===== config.mk =====
export PLATFORM = sky130hd
export DESIGN_NAME = serial_subtractor
export DESIGN_NICKNAME = d
export VERILOG_FILES = /design/src/rtl/serial_subtractor.sv
export SDC_FILE = /design/constraint.sdc
export NUM_CORES = 1
export LEC_CHECK = 0
export ABC_AREA = 1
export BUFFER_PORTS_ARGS = -buffer_cell sky130_fd_sc_hd__buf_2
export CAP_MARGIN = 20
export CORE_MARGIN = 4
export CORE_UTILIZATION = 47
export CTS_CLUSTER_DIAMETER = 150
export DETAILED_ROUTE_END_ITERATION = 16
export GPL_ROUTABILITY_DRIVEN = 0
export PLACE_DENSITY = 0.69
export SYNTH_ARGS = -nofsm -noshare
export SYNTH_HDL_FRONTEND = slang
export SYNTH_SLANG_ARGS = --single-unit

===== constraint.sdc =====
create_clock -name clk -period 1.73 [get_ports clk]
set_input_delay 0.346 -clock clk [delete_from_list [all_inputs] [get_ports clk]]
set_output_delay 0.346 -clock clk [all_outputs]
set_load 0.02 [all_outputs]

===== src/rtl/serial_subtractor.sv =====
// Bit-serial subtractor: one full_subtractor cell, LSB first.
// Result, borrow and signed overflow load together on entry to DONE.
module full_subtractor (
  input  logic a,
  input  logic b,
  input  logic bin,
  output logic diff,
  output logic bout
);

  assign diff = a ^ b ^ bin;
  assign bout = (~a & b) | (~(a ^ b) & bin);

endmodule

module serial_subtractor #(
  parameter int WIDTH = 8
) (
  input  logic             clk,
  input  logic             rst,
  input  logic             start,
  input  logic [WIDTH-1:0] a,
  input  logic [WIDTH-1:0] b,
  input  logic             bin,
  output logic             busy,
  output logic             done,
  output logic [WIDTH-1:0] diff,
  output logic             bout,
  output logic             ovf
);

  localparam int CW = $clog2(WIDTH) + 1;

  typedef enum logic [1:0] {
    IDLE,
    RUN,
    DONE
  } state_t;

  state_t state_q, state_d;

  logic [WIDTH-1:0] sa, sb;
  logic [WIDTH-2:0] sr;
  logic [WIDTH-1:0] sr_nxt;
  logic [CW-1:0]    cnt;
  logic             br;
  logic             amsb, bmsb;
  logic             fd, fb;
  logic             last;

  full_subtractor u_fs (
    .a    (sa[0]),
    .b    (sb[0]),
    .bin  (br),
    .diff (fd),
    .bout (fb)
  );

  assign last   = (cnt == CW'(WIDTH - 1));
  // Earlier result bits sit below the bit the cell produces now.
  assign sr_nxt = {fd, sr};
  assign busy   = (state_q != IDLE);
  assign done   = (state_q == DONE);

  always_comb begin
    state_d = state_q;
    unique case (state_q)
      IDLE:    if (start) state_d = RUN;
      RUN:     if (last) state_d = DONE;
      DONE:    state_d = IDLE;
      default: state_d = IDLE;
    endcase
  end

  always_ff @(posedge clk) begin
    if (rst) state_q <= IDLE;
    else     state_q <= state_d;
  end

  always_ff @(posedge clk) begin
    if (rst) begin
      sa   <= '0;
      sb   <= '0;
      sr   <= '0;
      cnt  <= '0;
      br   <= 1'b0;
      amsb <= 1'b0;
      bmsb <= 1'b0;
      diff <= '0;
      bout <= 1'b0;
      ovf  <= 1'b0;
    end else begin
      unique case (state_q)
        IDLE: begin
          if (start) begin
            sa   <= a;
            sb   <= b;
            br   <= bin;
            cnt  <= '0;
            amsb <= a[WIDTH-1];
            bmsb <= b[WIDTH-1];
          end
        end
        RUN: begin
          sa  <= sa >> 1;
          sb  <= sb >> 1;
          br  <= fb;
          sr  <= sr_nxt[WIDTH-1:1];
          cnt <= cnt + CW'(1);
          if (last) begin
            diff <= sr_nxt;
            bout <= fb;
            ovf  <= (amsb != bmsb) && (fd != amsb);
          end
        end
        default: ;
      endcase
    end
  end

endmodule


# ---- Word-level counts from Yosys, hierarchy flattened
# Index checks and enable logic that the tools add are counted.
dict set report totals {
  reg_bits 42
  input_bits 20
  out_inout_bits 12
  wordCells 45
}
dict set report classes {
  n_addsub 1
  n_eq_ne 7
  mux 11
  n_bitwise 7
  n_reduce_logical 8
}
# op count
set op_table {}
lappend op_table {{one-hot mux 8 bit (2 select lines)} 2}
lappend op_table {{two-way mux 8 bit} 2}
lappend op_table {{one-hot mux 4 bit (2 select lines)} 1}
lappend op_table {{AND reduction 2 bit} 4}
lappend op_table {{adder 4 x 1 -> 4 bit (second input constant)} 1}
lappend op_table {{== test 4 x 3 -> 1 bit (second input constant)} 1}
lappend op_table {{two-way mux 2 bit} 2}
lappend op_table {{two-way mux 4 bit} 1}
lappend op_table {{inequality test 2 bit (second input constant)} 2}
lappend op_table {{one-hot mux 2 bit (2 select lines)} 1}
lappend op_table {{nonzero test 2 bit} 2}
lappend op_table {{bitwise AND 1 bit} 2}
lappend op_table {{== test 2 x 1 -> 1 bit (second input constant)} 1}
lappend op_table {{== test 2 bit (second input constant)} 1}
lappend op_table {{logical NOT 2 bit} 1}
lappend op_table {{inequality test 1 bit} 2}
lappend op_table {{inverter 1 bit} 2}
lappend op_table {{one-hot mux 1 bit (2 select lines)} 1}
lappend op_table {{bitwise XOR 1 bit} 2}
lappend op_table {{logical AND 1 bit} 1}
lappend op_table {{two-way mux 1 bit} 1}
lappend op_table {{OR 1 bit} 1}

# ---- Logic depth before layout (Yosys ltp)
# Gate-level depths: netlist (run 1).
dict set report depth {
  ltp_word 5
  ltp_mapped 8
  depth_no_buf 7
}

# ---- By module
# From an unflattened synthesis (run 1), not the netlist that was laid out.
dict set report hier_totals {
  hier_cells 268
  hier_area_um2 1850.5
}
# mod instances cells_per_inst area_each_um2 seq_area_each_um2
set by_module_without_submodules {}
lappend by_module_without_submodules {serial_subtractor 1 264 1819.2 840.8}
lappend by_module_without_submodules {full_subtractor 1 4 31.3 0.0}

# ---- Worst setup path after synthesis (run 1)
# No wires, ideal clock.
dict set report synth_path {
  path_type {register -> register}
  from {register sb[0]}
  to {register ovf}
  t_arrival_ns 1.128
  setup_slack_ns 0.486
  path_stages_with_launch 6
  path_buffers 0
  cell_sequence {dfxtp_1 inv_1 fa_1 o21ai_0 nor2_1 nor2_1}
}
dict set report synth_via {
  elab_chain_cells 4
}
# element line_no
set synth_rtl {}
lappend synth_rtl {{start, declared} 42} ;# logic [WIDTH-1:0] sa, sb;
lappend synth_rtl {{start signal, assigned} 106} ;# sb <= sb >> 1;
lappend synth_rtl {{bitwise XOR 1 bit (2 in series)} 11} ;# assign diff = a ^ b ^ bin;
lappend synth_rtl {{via fd} 48} ;# logic fd, fb;
lappend synth_rtl {{inequality test 1 bit} 113} ;# ovf <= (amsb != bmsb) && (fd != amsb);
lappend synth_rtl {{logical AND 1 bit} 113}
lappend synth_rtl {{end signal, assigned} 113}
lappend synth_rtl {{end, declared} 29} ;# output logic ovf
# The timed path passes the listed nets, and every way through them passes these cells.
# A chain may end at the register's enable or synchronous reset.

# ---- Worst setup path in the final report (run 1)
dict set report layout_path {
  from {register state_q[0]}
  to {output busy}
}
dict set report layout_via {
  elab_chain_cells 1
}
# element line_no
set layout_rtl {}
lappend layout_rtl {{start, declared} 40} ;# state_t state_q, state_d;
lappend layout_rtl {{start signal, assigned} 77} ;# else state_q <= state_d;
lappend layout_rtl {{nonzero test 2 bit} 62} ;# assign busy = (state_q != IDLE);
lappend layout_rtl {{end, declared} 25} ;# output logic busy,
# No other way between the ends.

==> results of run 1 <==
final timing paths:
path / start / to / slack, ns
setup / recovery: state_q[0]$_SDFFE_PP0P_ / busy / 0.27
setup reg to reg: sb[0]$_SDFFE_PP0P_ / ovf$_SDFFE_PP0P_ / 0.38
hold reg to reg: sa[7]$_SDFFE_PP0P_ / sa[7]$_SDFFE_PP0P_ / 0.47
hold / removal: a[7] / sa[7]$_SDFFE_PP0P_ / 0.33
per-stage QoR:
stage | instances | utilization | worst slack [ns]
2_1_floorplan | 244 | - | 0.486
3_3_place_gp | 315 | 0.559 | 0.408
3_5_place_dp | 315 | 0.559 | 0.394
4_1_cts | 322 | 0.581 | 0.248
5_1_grt | 322 | 0.581 | 0.160
6_report | 322 | 0.581 | 0.273
cell type report:
cell class              count  area [um^2]
fillers                   365         1450
multi-input cells         176          786
clock buffers               7         76.3
repair buffers             36          193
well taps                  46         57.6
flip-flops and latches     42          841
inverters                  15         61.3
critical path, cell delays in order, from the launching register on:
cell and delay, ns:
dfxtp_1 0.36, nor2_1 0.25, inv_1 0.06, buf_2 0.16
cells by family after synthesis:
logic type / count (synthesis) / share of synthesized area
buffers and inverters: 26 / 0.0767
AND/OR/NAND/NOR: 126 / 0.289
AO/OA/AOI/OAI: 48 / 0.138
adder cells (fa/ha/maj): 2 / 0.0185
flip-flops: 42 / 0.477
metal layers:
layer	part of all wire	vias up	global-route usage
met5	0	-	0
met4	0.0081	0	0.0521
met3	0.050	2	0.0493
met2	0.46	36	0.254
met1	0.48	706	0.215
li1	-	836	-
power by group through the flow:
stage | sequential (uW) | clock (uW) | combinational, uW
after CTS | 1060 | 587 | 251
after floorplan | 1070 | 0 | 191
after global placement | 1080 | 0 | 246
final | 1060 | 574 | 247
after global routing | 1060 | 639 | 286
after detailed placement | 1080 | 0 | 249
sequential cells by signal, indices dropped and copies added, names as in the netlist, 2 cells and up:
name,count
sr,7
sa,8
diff,8
cnt,4
sb,8
state_q,2
cell usage after synthesis:
master	number	area [um^2]
nand2_1	69	259
ha_1	1	12.5
nor2_1	42	158
buf_8	1	15.0
a21oi_1	17	85.1
inv_6	1	8.76
buf_6	1	11.3
dfxtp_1	42	841
clkbuf_1	4	15.0
nand2_2	2	12.5
buf_4	3	22.5
nor2_4	1	11.3
inv_1	13	48.8
inv_2	1	3.75
nand4_1	1	6.26
o21ai_2	1	8.76
buf_2	2	10.0
fa_1	1	20.0
and2_1	1	6.26
nand3_1	9	45.0
o21ai_0	20	100
nand2_4	1	11.3
o21ai_1	10	50.1
==> results.py, run 1 <==
metrics = {
    "outcome": {
        "outcome": "finished clean",
    },
    "cts": {
        "root_buffer": "clkbuf_8",
        "path_clk_slew_ns": 0.07,
        "numClockSinks": 42,
        "htreeDepth": 2,
        "clock_path_buffers": 2,
        "cts_setup_buffers": 0,
        "cts_resized": 0,
        "cts-buffers-inserted": 5,
        "insertion_delay_ns": 0.28,
        "cts_tree": "built",
        "cts_hold_buf": 0,
    },
    "detailed_routing": {
        "vias": 1580,
        "drc": 0,
        "vias_per_cell": 4.91,
        "drt-pass1-iter-count": 4,
        "drt-initial-drc-count": 79,
        "wirelength_um": 3690,
        "post_drt_wl_per_cell_um": 11.5,
        "ant_nets": 0,
    },
    "layout": {
        "fin_nets": 298,
        "most-common-layout-cells": "nand2_1, nor2_1, dfxtp_1",
        "final_common_cell": "nand2_1",
        "drive_gt1_frac": 0.174,
        "diodes": 0,
        "design_area_um2": 2010,
        "areaGrowthSynthToFinish_pct": 14.3,
    },
    "global_route": {
        "antenna_found_initial": 0,
        "grt.total_usage": 0.163,
        "first_global_vias": 1400,
        "overflow": 0,
        "grt_pass1_wl_um": 6440,
        "grt_max_degree": 27,
    },
    "timing": {
        "slew_viol_final": 0,
        "fin_crit_sh": 0.842,
        "rsz0062_at_grt": "no",
        "fin_setup_tns_ns": 0,
        "fin_skew_ns": 0.00197,
        "final_hold_viol_count": 0,
        "fmax_ghz": 0.686,
        "setup_viol": 0,
        "min_period_ns": 1.46,
        "hold_slack_ns": 0.333,
        "slew-limit-headroom": 0.831,
        "tightest_slew_ns": 0.252,
    },
    "pwr": {
        "p_sw_frac": 0.257,
        "p_seq_frac": 0.563,
        "ir_drop_mv": 0.475,
        "combPwrFrac": 0.132,
        "leakage_uw": 0.000936,
        "power_switching_uw": 482,
        "clock_power_share": 0.306,
        "internal-power_uw": 1400,
        "p_per_area_nw_per_um2": 932,
        "p_total_uw": 1880,
    },
    "worst_setup_path": {
        "reg2regPathDepth": 5,
        "crit_fanout": 4,
        "crit_arrival_ns": 1.11,
        "critPathKind": "flop to output pin",
        "start_kind": "flop",
        "required_ns": 1.38,
        "crit_path_end_kind": "output pin",
    },
    "placement": {
        "postPlaceCellArea_um2": 1940,
        "port_buffers": 31,
        "dp_hpwl_um": 2570,
    },
    "synthesis": {
        "yosysSeqAreaShare": 0.477,
        "yosys_warnings": 0,
        "syn_avg_cell_area_um2": 7.22,
        "synth_nets": 266,
        "syn_area_um2": 1760,
        "ys_ff_latch": 42,
        "synth_cells": 244,
        "synth_cell_types": 23,
    },
    "floorplan": {
        "initial_core_util": 0.508,
        "dieArea_um2": 4790,
        "core_um2": 3470,
        "die_w_um": 69.2,
        "rows": 21,
        "ios": 32,
        "dieHeight_um": 69.2,
    },
    "run": {
        "max-cap-violations": 0,
    },
    "min_path": {
        "min_path_type": "input pin to flop",
        "min_path_cells": 3,
    },
}
No activity file was read; power rests on OpenSTA's default activity.
==> run 2: changes to the inputs <==
- clock period: 1.73 -> 1.47 ns (I/O delays scaled with it)
==> run 2 against run 1 <==
Sequential share of layout area shrank 1.3 points. Sequential power grew 17%. Combinational power grew 26%. Wire length grew 2.6%. Die area is the same. Utilization grew 1.8 points. Worst hold slack lost 0.054 ns. Via count shrank 1.3%.
==> results.py, run 2 (same netlist as run 1, synthesis figures left out) <==
metrics = {
    "outcome": {
        "outcome": "finished clean",
    },
    "timing": {
        "setup_viol": 0,
        "fin_setup_tns_ns": 0,
        "min_period_ns": 1.42,
        "fmax_ghz": 0.707,
        "rsz0062_at_grt": "no",
        "final_hold_viol_count": 0,
        "slew-limit-headroom": 0.807,
        "fin_crit_sh": 0.963,
        "tightest_slew_ns": 0.290,
        "fin_skew_ns": 0.00294,
        "slew_viol_final": 0,
    },
    "detailed_routing": {
        "vias": 1560,
        "drt-met1-wl_um": 1830,
        "wirelength_um": 3790,
        "post_drt_wl_per_cell_um": 11.7,
        "vias_per_cell": 4.81,
        "ant_nets": 0,
        "drt-initial-drc-count": 74,
        "drc": 0,
        "wl_met2_um": 1680,
        "drt-pass1-iter-count": 4,
        "top_layer_used": "met4",
        "wl_met3_um": 223,
    },
    "cts": {
        "htreeDepth": 2,
        "clock_path_buffers": 2,
        "cts_tree": "built",
        "path_clk_slew_ns": 0.08,
        "cts_setup_buffers": 0,
        "cts_resized": 0,
        "cts-buffers-inserted": 5,
        "cts_hold_buf": 0,
        "root_buffer": "clkbuf_8",
        "numClockSinks": 42,
        "insertion_delay_ns": 0.29,
    },
    "min_path": {
        "min_path_type": "input pin to flop",
    },
    "pwr": {
        "ir_drop_mv": 0.735,
        "leakage_uw": 0.000964,
        "p_total_uw": 2430,
        "p_per_area_nw_per_um2": 1170,
    },
    "placement": {
        "port_buffers": 31,
        "dp_hpwl_um": 2590,
    },
    "floorplan": {
        "initial_core_util": 0.508,
        "dieArea_um2": 4790,
        "ios": 32,
        "rows": 21,
        "dieHeight_um": 69.2,
        "core_um2": 3470,
        "die_w_um": 69.2,
    },
    "layout": {
        "reg.largest.list": "diff: 8 flops, sa: 8 flops, sb: 8 flops",
        "fillCellCount": 346,
        "final_common_cell": "nand2_1",
        "drive_gt1_frac": 0.180,
        "diodes": 0,
        "most-common-layout-cells": "nand2_1, nor2_1, dfxtp_1",
        "fin_nets": 299,
        "areaGrowthSynthToFinish_pct": 17.9,
    },
    "run": {
        "max-cap-violations": 0,
    },
    "global_route": {
        "overflow": 0,
        "antenna_found_initial": 0,
        "first_global_vias": 1476,
        "grt_max_degree": 32,
        "grt.total_usage": 0.168,
        "grt_pass1_wl_um": 6620,
    },
    "worst_setup_path": {
        "critPathKind": "flop to output pin",
        "required_ns": 1.18,
        "crit_arrival_ns": 1.12,
        "crit_path_end_kind": "output pin",
        "start_kind": "flop",
        "crit_fanout": 4,
    },
}
## run 2: final timing paths
check | start | end | slack, ns | cells past startpoint
worst min register to register | diff[1]$_SDFFE_PP0P_ | diff[1]$_SDFFE_PP0P_ | 0.47 | 2
worst max register to register | sb[0]$_SDFFE_PP0P_ | ovf$_SDFFE_PP0P_ | 0.12 | 5
worst max-delay path | state_q[0]$_SDFFE_PP0P_ | busy | 0.05 | 3
worst min-delay path | b[7] | sb[7]$_SDFFE_PP0P_ | 0.28 | 3
## run 2: worst max-delay path: stages, from the launching register on
cell and delay [ns]:
dfxtp_1 0.37, nor2_1 0.25, inv_1 0.06, buf_2 0.16
## run 2: routing by layer
metal / vias to the layer above / track usage
li1: 838 / -
met1: 684 / 0.219
met2: 33 / 0.263
met3: 5 / 0.0522
met4: 0 / 0.0542
met5: - / 0
## run 2: layout make-up
cell class / instances / area [um^2] / share of cell area
Inverter: 15 / 61.3 / 0.0295
Clock inverter: 1 / 30.0 / 0.0145
Clock buffer: 7 / 76.3 / 0.0367
Multi-Input combinational cell: 176 / 786 / 0.378
Sequential cell: 42 / 841 / 0.405
Timing Repair Buffer: 37 / 225 / 0.108
Tap cell: 46 / 57.6 / 0.0277
## run 2: through the flow
step / instances / area [um^2] / util / worst slack, ns / hold WS [ns]
3_3_place_gp: 316 / 1970 / 0.568 / 0.172 / 0.455
3_5_place_dp: 316 / 1970 / 0.568 / 0.163 / 0.456
6_report: 324 / 2080 / 0.599 / 0.0546 / 0.279
2_1_floorplan: 244 / 1760 / - / 0.226 / 0.363
4_1_cts: 324 / 2080 / 0.599 / 0.0394 / 0.272
5_1_grt: 324 / 2080 / 0.599 / 0.00563 / 0.301
## run 2: power by group
| part | switching, uW | total [uW] | internal, uW |
|---|---|---|---|
| logic | 187 | 311 | 124 |
| registers | 36.2 | 1240 | 1200 |
| clock network | 372 | 880 | 508 |
==> run 3: changes to the inputs <==
- ABC_AREA: 1 -> not set
- PLACE_DENSITY: 0.69 -> 0.68
==> run 3 against run 2 <==
Worst hold slack lost 0.037 ns. Clock power shrank 14%. First-iteration DRC count grew 27%. Via count grew 1.6%. Total power shrank 4.0%. Clock skew grew 0.0051 ns.
==> results.py, run 3 <==
metrics = {
    "synthesis": {
        "syn_area_um2": 1920,
        "synth_most_common_cell": "dfxtp_1",
        "synth_common_cells": "dfxtp_1, nand2_1, a21oi_1",
        "synth_cell_types": 37,
        "synthSimpleGateAreaFrac": 0.185,
        "synth_cells": 213,
        "synth_adder_area_share": 0.0169,
        "synth_nets": 235,
        "synth_compound_gate_area_share": 0.280,
        "yosysSeqAreaShare": 0.438,
        "muxShareOfSynthArea": 0.0104,
        "yosys_warnings": 0,
        "yosysTopAreaCell": "dfxtp_1",
        "synth_area_leaders": "dfxtp_1, a21oi_1, a211oi_2",
        "yosysTopAreaCellShare": 0.438,
        "synth_edf_count": 0,
        "synth_top_family_by_area": "compound AO/OA/AOI/OAI gates",
        "syn_avg_cell_area_um2": 9.01,
        "postSynth.asyncResetShare": 0,
        "ys_ff_latch": 42,
        "synth_flop_cell": "dfxtp_1",
        "synth_xor_area_frac": 0,
    },
    "global_route": {
        "grt_pass1_wl_um": 6570,
        "grt_max_degree": 26,
        "antenna_found_initial": 0,
        "first_global_vias": 1421,
        "grt.total_usage": 0.159,
        "overflow": 0,
    },
    "cts": {
        "root_buffer": "clkbuf_8",
        "cts_tree": "built",
        "path_clk_slew_ns": 0.08,
        "numClockSinks": 42,
        "insertion_delay_ns": 0.29,
        "clock_path_buffers": 2,
        "htreeDepth": 2,
        "cts-buffers-inserted": 5,
    },
    "timing": {
        "slew_viol_final": 0,
        "final_hold_viol_count": 0,
        "setup_viol": 0,
        "min_period_ns": 1.43,
        "rsz0062_at_grt": "yes",
        "tightest_slew_ns": 0.267,
        "fin_skew_ns": 0.00805,
        "slew-limit-headroom": 0.822,
        "fmax_ghz": 0.700,
        "fin_crit_sh": 0.972,
    },
    "detailed_routing": {
        "drt-pass1-iter-count": 4,
        "wl_met3_um": 190,
        "drt-met1-wl_um": 1850,
        "drc": 0,
        "wl_met2_um": 1890,
        "post_drt_wl_per_cell_um": 13.4,
        "vias_per_cell": 5.34,
        "vias": 1585,
        "wirelength_um": 3970,
        "ant_nets": 0,
        "top_layer_used": "met4",
        "drt-initial-drc-count": 94,
    },
    "worst_setup_path": {
        "critPathKind": "flop to flop",
        "reg2reg_to": "ovf$_SDFFE_PP0P_",
        "required_ns": 1.68,
        "crit_arrival_ns": 1.64,
        "start_kind": "flop",
        "crit_fanout": 3,
        "crit_path_end_kind": "flop",
        "regToRegSetupSlack_ns": 0.04,
        "reg2regPathDepth": 5,
        "r2r-start": "br$_SDFFE_PP0P_",
    },
    "layout": {
        "regArea_um2": 845,
        "design_area_um2": 2280,
        "diodes": 0,
        "fillCellCount": 354,
        "final_common_cell": "dfxtp_1",
        "reg.largest.list": "diff: 8 flops, sa: 8 flops, sb: 8 flops",
        "drive_gt1_frac": 0.353,
        "instances_no_fill": 297,
        "fin_nets": 270,
        "most-common-layout-cells": "dfxtp_1, nand2_1, buf_2",
        "areaGrowthSynthToFinish_pct": 19.0,
        "multi_input_area_um2": 966,
    },
    "pwr": {
        "ir_drop_mv": 0.555,
        "p_per_area_nw_per_um2": 1020,
        "leakage_uw": 0.000912,
    },
    "placement": {
        "dp_hpwl_um": 2730,
        "postPlaceCellArea_um2": 2150,
        "port_buffers": 31,
        "dp.cells": 288,
    },
    "run": {
        "max-cap-violations": 0,
    },
    "floorplan": {
        "core_um2": 3800,
        "dieArea_um2": 5170,
        "rows": 22,
        "die_w_um": 71.9,
        "dieHeight_um": 71.9,
        "initial_core_util": 0.505,
        "ios": 32,
    },
    "min_path": {
        "min_path_type": "input pin to flop",
        "min_path_cells": 3,
        "hp-start": "b[4]",
        "hold_end": "sb[4]$_SDFFE_PP0P_",
    },
    "outcome": {
        "outcome": "finished clean",
    },
}
==> run 3: cell count changes after synthesis, sizes merged, moves of 5 or more <==
| cell | change |
|---|---|
| a211oi | +17 |
| inv | -12 |
| a21oi | +19 |
| o21ai | -23 |
| nor2 | -24 |
| buf | +5 |
| nand2 | -41 |
| nor2b | +5 |
==> run 3: worst max-delay path by stage <==
stage	start	end	slack (ns)	cells past startpoint
global placement	sb[0]$_SDFFE_PP0P_	ovf$_SDFFE_PP0P_	0.08	5
finish	br$_SDFFE_PP0P_	ovf$_SDFFE_PP0P_	0.04	5
global route	br$_SDFFE_PP0P_	ovf$_SDFFE_PP0P_	-0.05	5
floorplan	sb[0]$_SDFFE_PP0P_	ovf$_SDFFE_PP0P_	0.07	5
CTS	sb[0]$_SDFFE_PP0P_	ovf$_SDFFE_PP0P_	0.002	5
detailed placement	sb[0]$_SDFFE_PP0P_	ovf$_SDFFE_PP0P_	0.02	5
==> run 3: report_power, final <==
| group | internal (uW) | switching (uW) |
|---|---|---|
| Clock | 379 | 375 |
| Sequential | 1190 | 34.9 |
| Combinational | 164 | 192 |
| Total | 1730 | 602 |
==> run 3: cell families (layout without fill, tap and decap cells) <==
kind of cell    count (synthesis)  in the layout
mux                             2              2
compound gates                 71             71
simple gates                   76             76
fa+ha+maj                       2              2
buf+inv                        20             56
flops                          42             42
==> run 3: what timing repair did <==
item,CTS,global route
gates resized for setup,3,11
setup endpoints to repair,1,7
cloned,0,0
hold buffers,0,0
buffers inserted,3,0
pin swaps,0,3
==> run 3: routing by layer <==
metal  global-route usage  vias to the layer above
li1                     -                      812
met1                0.212                      739
met2                0.247                       30
met3               0.0429                        4
met4               0.0605                        0
met5                    0                        -
==> run 3: critical path: stages, from the launching register on <==
cell and delay, ns:
dfxtp_2 0.34, inv_2 0.05, fa_2 0.58, nor2b_1 0.13
a21oi_1 0.08, a211oi_2 0.17
==> run 3: area by class of cell <==
class,instances,share of cell area
clock buffer,7,0.0378
clock inverter,1,0.00219
sequential,42,0.370
timing repair buffer,45,0.136
multi-input combinational,151,0.423
inverter,3,0.00493
tap,48,0.0263
==> run 3: per-stage QoR <==
stage	hold WS [ns]	total power [uW]	setup TNS, ns	setup WS (ns)	util
global placement	0.441	1590	0	0.0753	0.566
global route	0.240	2440	-0.0494	-0.0494	0.601
finish	0.242	2340	0	0.0410	0.601
floorplan	0.435	1490	0	0.0749	-
CTS	0.230	2360	0	0.00237	0.596
detailed placement	0.448	1590	0	0.0154	0.566
